## src/rtl/pattern_response_misr_if.sv

```systemverilog
// Handshake/result bundle between a merged pattern's response side and the signature checker.
interface pattern_response_misr_if #(
    parameter int RESP_W = 10,
    parameter int SIG_W  = 16
);
    logic              start;
    logic              abort;
    logic              resp_valid;
    logic [RESP_W-1:0] resp_in;
    logic [SIG_W-1:0]  golden_sig;
    logic              busy;
    logic              done;
    logic              match;
    logic [SIG_W-1:0]  signature;
    logic [15:0]       vec_count;

    modport master (
        output start, abort, resp_valid, resp_in, golden_sig,
        input  busy, done, match, signature, vec_count
    );

    modport slave (
        input  start, abort, resp_valid, resp_in, golden_sig,
        output busy, done, match, signature, vec_count
    );
endinterface

```

## src/rtl/pattern_response_misr.sv

```systemverilog
// Compacts captured response vectors into a MISR after a warm-up window and
// compares the final signature against a golden value.
module pattern_response_misr #(
    parameter int               RESP_W      = 10,
    parameter int               SIG_W       = 16,
    parameter logic [SIG_W-1:0] POLY        = 16'h1021,
    parameter logic [SIG_W-1:0] SEED        = 16'h0000,
    parameter int               WARMUP      = 3,
    parameter int               NUM_VECTORS = 256
) (
    input logic                    blif_clk_net,
    input logic                    blif_reset_net,
    pattern_response_misr_if.slave bus
);
    typedef enum logic [1:0] {S_IDLE, S_WARM, S_COMPACT, S_DONE} state_t;

    // WARM_LAST wraps when WARMUP=0, but S_WARM is never entered in that case.
    localparam logic [15:0] WARM_LAST = 16'(WARMUP - 1);
    localparam logic [15:0] VEC_LAST  = 16'(NUM_VECTORS - 1);
    localparam state_t      RUN_ENTRY = (WARMUP == 0) ? S_COMPACT : S_WARM;

    state_t           state;
    logic [SIG_W-1:0] sig_r;
    logic [SIG_W-1:0] sig_next;
    logic [15:0]      cnt_r;
    logic [15:0]      warm_cnt;
    logic             busy_r;
    logic             done_r;
    logic             match_r;

    always_comb begin
        sig_next = {sig_r[SIG_W-2:0], 1'b0}
                 ^ (sig_r[SIG_W-1] ? POLY : '0)
                 ^ SIG_W'(bus.resp_in);
    end

    always_ff @(posedge blif_clk_net) begin
        if (blif_reset_net) begin
            state    <= S_IDLE;
            sig_r    <= SEED;
            cnt_r    <= '0;
            warm_cnt <= '0;
            busy_r   <= 1'b0;
            done_r   <= 1'b0;
            match_r  <= 1'b0;
        end else begin
            done_r <= 1'b0;
            // Abort leaves signature and count untouched so a cancelled run can be inspected.
            if (bus.abort) begin
                state   <= S_IDLE;
                busy_r  <= 1'b0;
                match_r <= 1'b0;
            end else begin
                case (state)
                    S_IDLE, S_DONE: begin
                        if (bus.start) begin
                            sig_r    <= SEED;
                            cnt_r    <= '0;
                            warm_cnt <= '0;
                            match_r  <= 1'b0;
                            busy_r   <= 1'b1;
                            state    <= RUN_ENTRY;
                        end
                    end
                    S_WARM: begin
                        if (bus.resp_valid) begin
                            warm_cnt <= warm_cnt + 16'd1;
                            if (warm_cnt == WARM_LAST) state <= S_COMPACT;
                        end
                    end
                    S_COMPACT: begin
                        if (bus.resp_valid) begin
                            sig_r <= sig_next;
                            if (cnt_r != 16'hFFFF) cnt_r <= cnt_r + 16'd1;
                            if (cnt_r == VEC_LAST) begin
                                state   <= S_DONE;
                                busy_r  <= 1'b0;
                                done_r  <= 1'b1;
                                match_r <= (sig_next == bus.golden_sig);
                            end
                        end
                    end
                    default: state <= S_IDLE;
                endcase
            end
        end
    end

    assign bus.busy      = busy_r;
    assign bus.done      = done_r;
    assign bus.match     = match_r;
    assign bus.signature = sig_r;
    assign bus.vec_count = cnt_r;
endmodule

```

## src/flat_wrapper.sv

```systemverilog
// flat-port wrapper written by rule: the top's interface ports become plain ports
module pattern_response_misr_flat 
#(
    parameter int               RESP_W      = 10,
    parameter int               SIG_W       = 16,
    parameter logic [SIG_W-1:0] POLY        = 16'h1021,
    parameter logic [SIG_W-1:0] SEED        = 16'h0000,
    parameter int               WARMUP      = 3,
    parameter int               NUM_VECTORS = 256
)
  (blif_clk_net, blif_reset_net, bus_start, bus_abort, bus_resp_valid, bus_resp_in, bus_golden_sig, bus_busy, bus_done, bus_match, bus_signature, bus_vec_count);
  pattern_response_misr_if #(.RESP_W(RESP_W), .SIG_W(SIG_W)) bus_i ();
  input logic blif_clk_net;
  input logic blif_reset_net;
  input wire logic [$bits(bus_i.start)-1:0] bus_start;
  input wire logic [$bits(bus_i.abort)-1:0] bus_abort;
  input wire logic [$bits(bus_i.resp_valid)-1:0] bus_resp_valid;
  input wire logic [$bits(bus_i.resp_in)-1:0] bus_resp_in;
  input wire logic [$bits(bus_i.golden_sig)-1:0] bus_golden_sig;
  output wire logic [$bits(bus_i.busy)-1:0] bus_busy;
  output wire logic [$bits(bus_i.done)-1:0] bus_done;
  output wire logic [$bits(bus_i.match)-1:0] bus_match;
  output wire logic [$bits(bus_i.signature)-1:0] bus_signature;
  output wire logic [$bits(bus_i.vec_count)-1:0] bus_vec_count;
  assign bus_i.start = bus_start;
  assign bus_i.abort = bus_abort;
  assign bus_i.resp_valid = bus_resp_valid;
  assign bus_i.resp_in = bus_resp_in;
  assign bus_i.golden_sig = bus_golden_sig;
  assign bus_busy = bus_i.busy;
  assign bus_done = bus_i.done;
  assign bus_match = bus_i.match;
  assign bus_signature = bus_i.signature;
  assign bus_vec_count = bus_i.vec_count;
  pattern_response_misr #(.RESP_W(RESP_W), .SIG_W(SIG_W), .POLY(POLY), .SEED(SEED), .WARMUP(WARMUP), .NUM_VECTORS(NUM_VECTORS)) u_core (.blif_clk_net(blif_clk_net), .blif_reset_net(blif_reset_net), .bus(bus_i));
endmodule
```

## config.mk

```make
export PLATFORM = sky130hd
export DESIGN_NAME = pattern_response_misr_flat
export DESIGN_NICKNAME = d
export VERILOG_FILES = /design/src/rtl/pattern_response_misr_if.sv /design/src/rtl/pattern_response_misr.sv /design/src/flat_wrapper.sv
export SDC_FILE = /design/constraint.sdc
export NUM_CORES = 1
export LEC_CHECK = 0
export CELL_PAD_IN_SITES_DETAIL_PLACEMENT = 1
export CELL_PAD_IN_SITES_GLOBAL_PLACEMENT = 2
export CORE_ASPECT_RATIO = 0.7
export CORE_MARGIN = 2
export CORE_UTILIZATION = 36
export CTS_CLUSTER_DIAMETER = 60
export DETAILED_ROUTE_END_ITERATION = 6
export DONT_BUFFER_PORTS = 1
export PLACE_DENSITY = 0.75
export SKIP_CTS_REPAIR_TIMING = 1
export SYNTH_ARGS = -nofsm -noshare
export SYNTH_HDL_FRONTEND = slang
export SYNTH_SLANG_ARGS = --single-unit
```

## constraint.sdc

```tcl
create_clock -name blif_clk_net -period 3.11 [get_ports blif_clk_net]
set_input_delay 0.7775 -clock blif_clk_net [delete_from_list [all_inputs] [get_ports blif_clk_net]]
set_output_delay 0.7775 -clock blif_clk_net [all_outputs]
set_load 0.05 [all_outputs]
```

# == After elaboration in Yosys (flattened, before gate mapping) ==
# Cells that the tools add are included.
# word_totals
out_inout_bits,35
mem_count,0
regBits,53
latchBits,0
mem_bits_ro,0
ramBits,0
wordCells,62
inputBits,31
# op_classes
add_sub_neg,2
n_eq_ne,13
reduce_logical,11
n_shift,0
mul,0
bitwise_logic,5
div,0
n_mux,24
order_cmp,0
# op_table
operator,count
$pmux W16 S2,3
$mux W16,5
$add A16 B1 Y16 const B,2
$eq A16 B16 Y1,1
$eq A16 B2 Y1 const B,1
$eq A16 B8 Y1 const B,1
$ne A16 B16 Y1 const B,1
$xor A16 B10 Y16,1
$xor A16 B16 Y16,1
$mux W13,1
$reduce_and A4 Y1,3
$mux W2,5
$reduce_and A5 Y1,2
$mux W1,7
$ne A2 B1 Y1 const B,3
$ne A2 B2 Y1 const B,3
$pmux W2 S3,1
$eq A2 B2 Y1 const B,2
$pmux W1 S2,2
$reduce_bool A2 Y1,2
$reduce_or A2 Y1,2
$reduce_or A4 Y1,1
$not A1 Y1,3
$eq A2 B1 Y1 const B,1
$logic_not A2 Y1,1

# == Logic depth before layout (Yosys ltp) ==
# Gate-level depths: netlist (run 1).
# depth
depth_word,7
depth_mapped,8
depth_no_buf,7

# == Worst setup path after synthesis (run 1) ==
# No wires, ideal clock.
# synth_timing
kind,in2reg
startpoint,input port bus_resp_valid
endpoint,register u_core.cnt_r[15] (netlist: u_core.bus.vec_count[15])
path_buffers,0
path_slack_ns,0.536
setup_time_ns,0.071
arrival_ns,2.503
path_stages,5
path_cell_list,nor2b_1 -> or4_4 -> or4_4 -> or4_1 -> a21oi_1
# synth_between
elab_chain_len,2
# synth_lines
element,line,source
start: declaration,flat_wrapper.sv:17,input wire logic [$bits(bus_i.resp_valid)-1:0] bus_resp_valid;
$ne A2 B2 Y1 (no line),--,
$reduce_and A5 Y1 (no line),--,
end signal: assignment,pattern_response_misr.sv:74,if (cnt_r != 16'hFFFF) cnt_r <= cnt_r + 16'd1;
end: declaration,pattern_response_misr.sv:25,logic [15:0] cnt_r;
# Every way passes these cells.
# A chain may end at the register's enable or synchronous reset.

# == Worst setup path in the final report (run 1) ==
# layout_timing
startpoint,register u_core.state[0]
endpoint,register u_core.cnt_r[15] (netlist: u_core.bus.vec_count[15])
# layout_between
elab_chain_len,4
# layout_lines
element,line,source
start: declaration,pattern_response_misr.sv:22,state_t state;
start signal: assignment,pattern_response_misr.sv:39,state <= S_IDLE;
start signal: assignment,pattern_response_misr.sv:50,state <= S_IDLE;
start signal: assignment,pattern_response_misr.sv:62,state <= RUN_ENTRY;
$eq A2 B2 Y1 or $logic_not A2 Y1 (tied branches),pattern_response_misr.sv:54,case (state)
$reduce_or A2 Y1,pattern_response_misr.sv:54,
$ne A2 B2 Y1 (no line) or $reduce_bool A2 Y1 (tied branches),--,
$reduce_and A5 Y1 (no line),--,
# Parallel ways exist; a longest one is shown, timed or not.

==> results of run 1 <==
metal layers:
| metal | global-route usage (%) | up-vias | part of all wire (%) |
|---|---|---|---|
| met5 | 0 | - | 0 |
| met4 | 5.77 | 0 | 1.3 |
| met3 | 5.61 | 9 | 5.5 |
| met2 | 27.4 | 43 | 41 |
| met1 | 28.1 | 1174 | 52 |
| li1 | - | 1186 | - |
cells by family (layout without fill, tap and decap cells):
kind of cell	after synthesis	in the layout	share of synthesized area, %
AOI/OAI and AO/OA	56	56	12.3
xor gates and xnor gates	45	45	14.4
adders and majority gates	6	6	2.75
buffers and inverters	24	30	3.30
DFF	53	53	38.8
muxes	2	2	0.733
and+or+nand+nor	145	145	27.7
power breakdown:
| part | internal (uW) | switching (uW) | total [uW] |
|---|---|---|---|
| registers | 690 | 21.5 | 711 |
| clock network | 157 | 236 | 393 |
| logic | 65.9 | 115 | 181 |
| total | 913 | 373 | 1290 |
how the worst max path moves through the flow:
| stage | to | startpoint | slack [ns] | cells after the start |
|---|---|---|---|---|
| 2_1_floorplan | u_core.bus.vec_count[15]$_SDFFE_PP0P_ | bus_resp_valid | 0.54 | 5 |
| 3_3_place_gp | u_core.bus.vec_count[13]$_SDFFE_PP0P_ | bus_resp_valid | 0.51 | 5 |
| 3_5_place_dp | u_core.bus.vec_count[13]$_SDFFE_PP0P_ | u_core.state[0]$_SDFFE_PP0P_ | 0.46 | 7 |
| 4_1_cts | u_core.bus.vec_count[13]$_SDFFE_PP0P_ | u_core.state[0]$_SDFFE_PP0P_ | 0.44 | 7 |
| 5_1_grt | u_core.bus.vec_count[10]$_SDFFE_PP0P_ | u_core.state[0]$_SDFFE_PP0P_ | 0.29 | 8 |
| 6_report | u_core.bus.vec_count[15]$_SDFFE_PP0P_ | u_core.state[0]$_SDFFE_PP0P_ | 0.45 | 7 |
flip-flops by register name, indices dropped and copies added (netlist names):
signal	flops
u_core.bus.done	1
u_core.bus.match	1
u_core.bus.signature	16
u_core.warm_cnt	16
u_core.state	2
u_core.bus.busy	1
u_core.bus.vec_count	16
placed cells by master (no fill, tap or decap), types with 5 or more instances in the layout:
cell       n
a21oi_1   30
buf_4     12
clkbuf_8   5
dfxtp_1   53
ha_1       6
inv_1      9
nand2_1   34
nand3_1   27
nand4_1    7
nor2_1    25
nor4_1    14
o21ai_0    9
or3_1     10
or4_1      5
xnor2_1   25
xor2_1    20
per-stage QoR:
stage                     utilization [%]  hold WS, ns  cell area, sq um
final                                40.7        0.520              2980
after global routing                 40.7        0.496              2980
after CTS                            40.7        0.505              2980
after detailed placement             39.6        0.510              2900
after global placement               39.6        0.493              2900
after floorplan                         -        0.452              2730
cell type report:
| cell class | instances | share of cell area (%) |
|---|---|---|
| clock buffers | 6 | 2.43 |
| flip-flops and latches | 53 | 35.6 |
| clock inverters | 2 | 0.336 |
| multi-input cells | 254 | 53.3 |
| repair buffers | 12 | 3.02 |
| inverters | 10 | 1.26 |
| well taps | 98 | 4.11 |
==> summary.md, run 1 <==
| Metric | Value |
|---|---|
| Final Hold Fails | `0` |
| PnR worst setup slack | `0.445 ns` |
| CTS tree | `done` |
| Post-route clock period utilization | `85.7%` |
| ANT nets after route | `0` |
| CTS Sinks | `53` |
| Final antenna diode count | `0` |
| Cell Chain, Critical Path | `inv_1 > ha_1 > nor2b_1 > or4_4 > or4_4 > or4_1 > a21oi_1` |
| Top cell type's share of synthesized area | `38.8%` |
| IO buf count | `0` |
| DRT iter0 DRCs | `64` |
| Worst r2r src | `u_core.state[0]$_SDFFE_PP0P_` |
| Drt drc | `0` |
| Pleak | `0.000966 uW` |
| Max Freq | `375 MHz` |
| Placeable core region | `0.00732 sq mm` |
| Final Setup Violations | `0` |
| Rows | `26` |
| Setup Skew | `0.00918 ns` |
| H-tree depth | `2` |
| Fraction of layout cells with a size suffix above 1 | `7.72%` |
| Most used cell, CP | `or4_4` |
| CP max stage delay | `0.58 ns` |
| Post-synthesis cell area | `0.00273 sq mm` |
| Layout Nets | `373` |
| Maximum clock path buffer count | `2` |
| Critical-path maximum fanout | `6` |
| Ports | `66` |
| Initial antenna violation count | `0` |
| CP Class | `flip-flop to flip-flop` |
| Syn Area/Cell | `8.26 sq um` |
| Slew @ Worst Pin | `0.815 ns` |
| Critical path capture point type | `flip-flop` |
| FF-to-FF End | `u_core.bus.vec_count[15]$_SDFFE_PP0P_` |
| CP Launch Type | `flip-flop` |
| Total power | `1290 uW` |
| Worst Hold Depth | `1` |
| Pre-CTS setup slack | `0.458 ns` |
| Max_slew headroom | `45.6%` |
| Placer Congestion | `0.780` |
| Final Critical Period | `2.66 ns` |
| Slowest stage cell, crit path | `or4_4` |
| Outcome | `complete, no violations` |
| Post-synth EDFFs | `0` |
| Chip Width | `108 um` |
| Pwr dens | `431 mW/mm^2` |
| Worst Path Buf+Inv | `1` |
| Largest net degree at the start of global routing | `32` |
| R2r worst-path depth | `7` |
| CP required | `3.36 ns` |
| Wire per inst | `17.7 um` |
| Die area | `0.00832 sq mm` |
| Dpl cells | `427` |
| Yosys top cell by area | `dfxtp_1` |
| Worst vdd ir | `0.228 mV` |
| Area of the multi-input gates | `0.00159 sq mm` |
| Post-Layout Cell Count | `435` |
| Sequential area share after synthesis | `38.8%` |
| Filler cells | `892` |
| Setup TNS Final | `0 ns` |
| Gate Count Post-Synth | `331` |
| Hpwl dp | `5730 um` |
| Max-slew violations | `0` |
| Vias | `2412` |
| Die span in y | `76.9 um` |
| Top cells by count, synth | `53 x dfxtp_1, 34 x nand2_1, 30 x a21oi_1` |
| Clk slew on worst S/H paths | `0.10 ns` |
| Synth unique cells | `40` |
| Via/cell ratio | `5.54` |
| CTS buffer count | `5` |
| Top Family by Delay on Critical Path | `simple AND/OR/NAND/NOR gates` |
| Global-route wire length before repair | `12700 um` |
| Flops & latches, synth | `53` |
| Top cells by area, synth | `dfxtp_1 39%, xnor2_1 8.0%, xor2_1 6.4%` |
| Hold Crit Class | `input pin to flip-flop` |
| Post-synthesis net count | `368` |
| Main synth FF type | `dfxtp_1` |
| Clock Tree Root | `clkbuf_8` |
| Worst Hold End | `u_core.bus.signature[0]$_SDFFE_PP0P_` |
| Clk_lat worst skew | `0.32 ns` |
| Vias in the first global route | `2418` |
| Total gr overflow | `0` |
| Arr. time, crit path | `2.92 ns` |
| FF-to-FF setup slack | `0.45 ns` |
| Syn-to-layout area delta | `9.11%` |
| Initial Utilization | `37.3%` |
| Async SR Flop Fraction | `0%` |
| Total length of routed wires | `7720 um` |
| All-layer global routing usage | `19.3%` |
| Min-delay src | `blif_reset_net` |
| FF/Latch Area | `0.00106 sq mm` |
| Most common cell in the netlist | `dfxtp_1` |
| RSZ-0062 raised after global routing | `no` |
| Yosys warns | `0` |
| Drt first pass iters | `4` |
| Max-cap violations | `0` |
(Power assumes the default switching activity.)
==> inputs of run 2 (changes only) <==
Settings changed: ABC_AREA from default to 1, CAP_MARGIN from default to 30, CORE_UTILIZATION 36 to 30, PLACE_DENSITY 0.75 to 0.73.
Clock period 3.11 ns to 2.4 ns, I/O delays scaled along.
==> run 2 against run 1 <==
Net effect:
- register-to-register slack about the same
- clock skew decreased by 0.0038 ns
- combinational power up 45%
- synthesized cell count is 55% higher
- critical path type unchanged
- highest routed layer unchanged
==> summary.md, run 2 <==
| Metric | Value |
|---|---|
| Outcome | `complete, no violations` |
| Syn-to-layout area delta | `15.2%` |
| Final Critical Period | `1.96 ns (-0.703 ns)` |
| Detail Route met3 WL | `385 um (-9.4%)` |
| Max_slew headroom | `58.6% (+13 points)` |
| R2r worst-path depth | `8 (+1)` |
| Die span in y | `90.3 um (+17%)` |
| Rows | `31 (+19%)` |
| Largest net degree at the start of global routing | `25 (-22%)` |
| Maximum clock path buffer count | `2 (unchanged)` |
| CTS tree | `done` |
| Post-Layout Cell Count | `671 (+54%)` |
| Top cells by area, synth | `dfxtp_1 33%, nand2_1 21%, inv_1 8.4%` |
| Drt drc | `0 (unchanged)` |
| Clk slew on worst S/H paths | `0.07 ns (-0.03 ns)` |
| PnR worst setup slack | `0.439 ns (-0.00659 ns)` |
| Worst r2r src | `u_core.state[0]$_SDFFE_PP0P_` |
| Final antenna diode count | `0 (unchanged)` |
| ANT nets after route | `0 (unchanged)` |
| CP Class | `flip-flop to flip-flop` |
| Layout Utilization | `35.5% (-5.3 points)` |
| Main synth FF type | `dfxtp_1` |
| Post-synthesis net count | `549 (+49%)` |
| Placed Area | `0.00350 sq mm (+21%)` |
| Max-cap violations | `0 (unchanged)` |
| Sequential area share after synthesis | `33.3% (-5.5 points)` |
| Yosys warns | `0 (unchanged)` |
| H-tree depth | `2 (unchanged)` |
| Total length of routed wires | `9220 um (+19%)` |
| Initial Utilization | `30.8% (-6.5 points)` |
| Pleak | `0.00154 uW (+59%)` |
| Max Freq | `510 MHz (+36%)` |
| Pre-CTS setup slack | `0.436 ns (-0.0222 ns)` |
| Design Area, Final | `0.00367 sq mm (+23%)` |
| Layout Nets | `575 (+54%)` |
| Die area | `0.0115 sq mm (+38%)` |
| Placeable core region | `0.0104 sq mm (+41%)` |
| Most common cell after layout, fill and taps aside | `nand2_1` |
| Setup TNS Final | `0 ns (unchanged)` |
| Worst Hold End | `u_core.bus.vec_count[1]$_SDFFE_PP0P_` |
| Total gr overflow | `0 (unchanged)` |
| Min-delay src | `blif_reset_net` |
| Flops & latches, synth | `53 (unchanged)` |
| FF-to-FF setup slack | `0.44 ns (about the same)` |
| All-layer global routing usage | `17.2% (-2.1 points)` |
| Fraction of layout cells with a size suffix above 1 | `12.2% (+4.5 points)` |
| Arr. time, crit path | `2.20 ns (-0.72 ns)` |
| Critical-path maximum fanout | `6 (unchanged)` |
| Top cell type's share of synthesized area | `33.3% (-5.5 points)` |
| Ports | `66 (unchanged)` |
| CTS Sinks | `53 (unchanged)` |
| Setup Skew | `0.00533 ns (-0.00385 ns)` |
| Met1 wire length | `4900 um (+23%)` |
| Syn Area/Cell | `6.23 sq um (-25%)` |
| Hpwl dp | `7460 um (+30%)` |
| Clock Tree Root | `clkbuf_16` |
| Slew @ Worst Pin | `0.620 ns (-0.195 ns)` |
| Worst vdd ir | `0.410 mV (+80%)` |
| Async SR Flop Fraction | `0% (unchanged)` |
| DRT iter0 DRCs | `133 (+110%)` |
| Final Setup Violations | `0 (unchanged)` |
| Routed met2 length | `3890 um (+22%)` |
| Dpl cells | `663 (+55%)` |
| Critical path capture point type | `flip-flop` |
| Drt first pass iters | `5 (+1)` |
| Max-slew violations | `0 (unchanged)` |
| Pwr dens | `559 mW/mm^2 (+30%)` |
| Most common cell in the netlist | `nand2_1` |
| Most frequent cells in the layout | `176 x nand2_1, 71 x inv_1, 67 x nor2_1` |
| Placer Congestion | `0.801 (+2.7%)` |
| Worst Hold Depth | `1 (unchanged)` |
| Top cells by count, synth | `176 x nand2_1, 71 x inv_1, 67 x nor2_1` |
| Yosys top cell by area | `dfxtp_1` |
| Post-synthesis cell area | `0.00319 sq mm (+17%)` |
| Gate Count Post-Synth | `512 (+55%)` |
| Chip Width | `127 um (+18%)` |
| IO buf count | `0 (unchanged)` |
| Final Hold Fails | `0 (unchanged)` |
| CP Launch Type | `flip-flop` |
| Wire per inst | `13.7 um (-23%)` |
| Global-route wire length before repair | `16000 um (+26%)` |
| CP required | `2.64 ns (-0.72 ns)` |
| Vias | `3185 (+32%)` |
| Hold Crit Class | `input pin to flip-flop` |
| Max layer used | `met4` |
| Initial antenna violation count | `0 (unchanged)` |
| FF-to-FF End | `u_core.warm_cnt[11]$_SDFFE_PP0P_` |
| Synth unique cells | `35 (-13%)` |
| Clk_lat worst skew | `0.29 ns (-0.03 ns)` |
| Post-route clock period utilization | `81.7% (-4.0 points)` |
| CTS buffer count | `5 (unchanged)` |
| Vias in the first global route | `3283 (+36%)` |
| Via/cell ratio | `4.75 (-14%)` |
| Post-synth EDFFs | `0 (unchanged)` |
| RSZ-0062 raised after global routing | `no` |
run 2: changes by cell type after synthesis, sizes merged, moves of 6 or more:
cell,change
nand2,+146
inv,+66
nor2,+49
xnor2,-24
xor2,-18
nor4,-14
clkbuf,-11
a21oi,+10
or3,-10
nand3,+8
nand3b,+7
or4,-7
nor3,+6
run 2: routing by layer:
metal  vias up  track usage [%]
met5         -                0
met4         0             2.20
met3         4             4.38
met2        36             26.6
met1      1500             24.8
li1       1645                -
run 2: cells by family after synthesis:
group / Yosys count / share of synthesized area [%]
AO/OA/AOI/OAI: 53 / 9.97
adder cells (fa/ha/maj): 6 / 2.35
XOR/XNOR: 3 / 0.824
flip-flops: 53 / 33.3
buffers and inverters: 83 / 10.5
AND/OR/NAND/NOR: 314 / 43.1
run 2: report_power, final:
part           switching [uW]  leakage, uW  internal, uW  total (uW)
Clock                     341    0.0000841           523         864
Combinational             184      0.00102          78.8         263
Sequential               31.9     0.000428           894         926
run 2: worst max path at each step:
stage	slack, ns	end	cells after the start	from
final	0.44	u_core.warm_cnt[11]$_SDFFE_PP0P_	8	u_core.state[0]$_SDFFE_PP0P_
after global routing	0.18	u_core.warm_cnt[15]$_SDFFE_PP0P_	9	u_core.state[0]$_SDFFE_PP0P_
after CTS	0.43	u_core.bus.vec_count[13]$_SDFFE_PP0P_	12	u_core.state[0]$_SDFFE_PP0P_
after detailed placement	0.44	u_core.bus.vec_count[13]$_SDFFE_PP0P_	12	u_core.state[0]$_SDFFE_PP0P_
after global placement	0.49	u_core.bus.signature[7]$_SDFFE_PP0P_	11	u_core.state[0]$_SDFFE_PP0P_
after floorplan	0.51	u_core.bus.vec_count[15]$_SDFFE_PP0P_	11	u_core.bus.vec_count[0]$_SDFFE_PP0P_
run 2: final cells by class:
type,count,area [sq um]
repair buffers,26,195
clock buffers,7,143
multi-input cells,376,1790
clock inverters,1,30.0
well taps,132,165
flip-flops and latches,53,1060
inverters,76,287
fillers,1361,6680
run 2: critical path, stage by stage (launching register included):
cell	delay (ns)
dfxtp_1	0.39
inv_1	0.06
ha_1	0.32
nand2_1	0.14
nand3_2	0.17
nor3_1	0.39
nand2_1	0.14
a21oi_1	0.17
o21a_1	0.13
run 2: stage by stage:
stage	hold slack, ns	power (uW)
floorplan	0.446	1150
global placement	0.452	1210
detailed placement	0.465	1210
CTS	0.354	2080
global route	0.350	2150
finish	0.362	2050
==> inputs of run 3 (changes only) <==
Clock period 2.4 ns to 1.8 ns, I/O delays scaled along.
==> run 3 against run 2 <==
Net effect:
- critical path depth did not move
- clock power rose by 34%
- highest routed layer unchanged
- combinational power rose by 71%
- non-clock buffer count rose by 26
==> summary.md, run 3 (synthesis gave the netlist of run 2 again) <==
| Metric | Value |
|---|---|
| Final antenna diode count | `0 (unchanged)` |
| Min-delay src | `blif_reset_net` |
| Syn-to-layout area delta | `24.6%` |
| R2r worst-path depth | `8 (unchanged)` |
| Filler cells | `1369 (+0.59%)` |
| Initial antenna violation count | `0 (unchanged)` |
| Most frequent cells in the layout | `174 x nand2_1, 70 x inv_1, 63 x nor2_1` |
| Clk slew on worst S/H paths | `0.07 ns (about the same)` |
| Total gr overflow | `0 (unchanged)` |
| Rows | `31 (unchanged)` |
| Worst Hold Depth | `1 (unchanged)` |
| Global-route wire length before repair | `15800 um (-1.5%)` |
| Vias in the first global route | `3182 (-3.1%)` |
| Critical-path maximum fanout | `20 (+14)` |
| CP max stage delay | `0.34 ns (-0.05 ns)` |
| DRT iter0 DRCs | `107 (-20%)` |
| Worst Hold End | `u_core.bus.vec_count[1]$_SDFFE_PP0P_` |
| CTS Sinks | `53 (unchanged)` |
| Hold Crit Class | `input pin to flip-flop` |
| Max-slew violations | `0 (unchanged)` |
| Comb power frac | `15.8% (+3.0 points)` |
| Dpl cells | `684 (+3.2%)` |
| FF/Latch Area | `0.00107 sq mm (+0.59%)` |
| Largest net degree at the start of global routing | `25 (unchanged)` |
| Max Freq | `585 MHz (+15%)` |
| Layout Utilization | `38.4% (+2.9 points)` |
| Max_slew headroom | `64.3% (+5.7 points)` |
| Hold Slack | `0.201 ns (-0.161 ns)` |
| Area of the multi-input gates | `0.00186 sq mm (+4.0%)` |
| Switching Fraction | `27.8% (+0.65 points)` |
| CP Class | `flip-flop to flip-flop` |
| Initial Utilization | `30.8% (unchanged)` |
| Pwr dens | `715 mW/mm^2 (+28%)` |
| Die area | `0.0115 sq mm (unchanged)` |
| Pleak | `0.00170 uW (+10%)` |
| FF-to-FF setup slack | `0.09 ns (-0.35 ns)` |
| Vias | `3278 (+2.9%)` |
| Clk_lat worst skew | `0.30 ns (about the same)` |
| Outcome | `complete, no violations` |
| Post-Layout Cell Count | `698 (+4.0%)` |
| Critical path capture point type | `flip-flop` |
| Pint | `2050 uW (+37%)` |
| Reg power frac | `43.2% (-1.9 points)` |
| CTS tree | `done` |
| Final Setup Violations | `0 (unchanged)` |
| Via/cell ratio | `4.70 (-1.1%)` |
| Final Critical Period | `1.71 ns (-0.252 ns)` |
| CP Launch Type | `flip-flop` |
| Clock Power Share | `41.0% (-1.1 points)` |
| Drt first pass iters | `4 (-1)` |
| Total length of routed wires | `9840 um (+6.8%)` |
| Layout Nets | `602 (+4.7%)` |
| Slew @ Worst Pin | `0.535 ns (-0.0848 ns)` |
| NetSw | `790 uW (+42%)` |
| Setup Skew | `0.00526 ns (-0.0000673 ns)` |
| All-layer global routing usage | `17.0% (-0.14 points)` |
| ANT nets after route | `0 (unchanged)` |
| Fraction of layout cells with a size suffix above 1 | `19.4% (+7.2 points)` |
| PnR worst setup slack | `0.0911 ns (-0.348 ns)` |
| Max-cap violations | `0 (unchanged)` |
| RSZ-0062 raised after global routing | `yes` |
| CTS buffer count | `5 (unchanged)` |
| Clock Tree Root | `clkbuf_16` |
| FF-to-FF End | `u_core.warm_cnt[8]$_SDFFE_PP0P_` |
| Ports | `66 (unchanged)` |
| Placer Congestion | `0.802 (+0.14%)` |
| Placeable core region | `0.0104 sq mm (unchanged)` |
| Final Hold Fails | `0 (unchanged)` |
| Post-route clock period utilization | `94.9% (+13 points)` |
| H-tree depth | `2 (unchanged)` |
| Wire per inst | `14.1 um (+2.7%)` |
| Arr. time, crit path | `1.94 ns (-0.26 ns)` |
| Drt drc | `0 (unchanged)` |
| Worst vdd ir | `0.345 mV (-16%)` |
| Chip Width | `127 um (unchanged)` |
| Maximum clock path buffer count | `2 (unchanged)` |
| Die span in y | `90.3 um (unchanged)` |
| Cell Chain, Critical Path | `buf_4 > ha_2 > nand2_1 > nand3_4 > o21ai_2 > inv_2 > o21ai_1 > a2bb2oi_1` |
| Most common cell after layout, fill and taps aside | `nand2_1` |
| Slowest stage cell, crit path | `dfxtp_2` |
| Worst r2r src | `u_core.state[0]$_SDFFE_PP0P_` |
| Pre-CTS setup slack | `-0.0368 ns (-0.473 ns)` |
| Hpwl dp | `7650 um (+2.5%)` |
| CP required | `2.03 ns (-0.61 ns)` |
| IO buf count | `0 (unchanged)` |
[run 3: changes by cell type in the layout (fill, tap and decap cells not counted), sizes merged]
cell	change
inv	+2
clkinv	-1
buf	+26
[run 3: area by class of cell]
type                       instances  share of cell area, %
clock buffer                       7                   3.59
clock inverter                     1                  0.756
inverter                          76                   7.62
multi-input combinational        376                   46.9
sequential                        53                   26.9
tap                              132                   4.16
timing repair buffer              52                   9.92
timing repair inverter             1                  0.157
[run 3: metal layers]
layer,GRT usage (%),vias up,share of wire (%)
met3,3.91,6,4.9
li1,-,1695,-
met5,0,-,0
met2,26.3,57,43
met1,24.4,1520,51
met4,3.30,0,0.62
[run 3: worst max path at each step]
stage / from / to / slack [ns] / cells past startpoint
2_1_floorplan: u_core.bus.vec_count[2]$_SDFFE_PP0P_ / u_core.bus.vec_count[15]$_SDFFE_PP0P_ / -0.0000008 / 9
3_3_place_gp: u_core.state[0]$_SDFFE_PP0P_ / u_core.bus.signature[7]$_SDFFE_PP0P_ / 0.06 / 11
3_5_place_dp: u_core.state[0]$_SDFFE_PP0P_ / u_core.bus.signature[7]$_SDFFE_PP0P_ / -0.04 / 11
4_1_cts: u_core.state[0]$_SDFFE_PP0P_ / u_core.bus.signature[7]$_SDFFE_PP0P_ / -0.08 / 11
5_1_grt: u_core.state[1]$_SDFFE_PP0P_ / u_core.warm_cnt[14]$_SDFFE_PP0P_ / -0.06 / 11
6_report: u_core.state[0]$_SDFFE_PP0P_ / u_core.warm_cnt[8]$_SDFFE_PP0P_ / 0.09 / 8
[run 3: power by group through the flow]
stage          Clock (uW)  Sequential, uW  Combinational, uW
3_3_place_gp            0            1250                381
3_5_place_dp            0            1250                394
4_1_cts              1200            1220                398
5_1_grt              1230            1230                503
6_report             1160            1230                450
2_1_floorplan           0            1270                269
[run 3: critical path: cells and delay by family (launching register included)]
family          cells  cell delay (ns)
compound gates      3             0.44
fa+ha+maj           1             0.20
buf+inv             2             0.44
flops               1             0.34
simple gates        2             0.23
[run 3: per-stage QoR]
stage / instance area (sq um) / total power (uW) / setup TNS [ns]
after global placement: 3660 / 1630 / 0
after global routing: 3970 / 2960 / -0.185
final: 3970 / 2840 / 0
after detailed placement: 3660 / 1650 / -0.123
after floorplan: 3190 / 1540 / 0
after CTS: 3830 / 2820 / -0.665
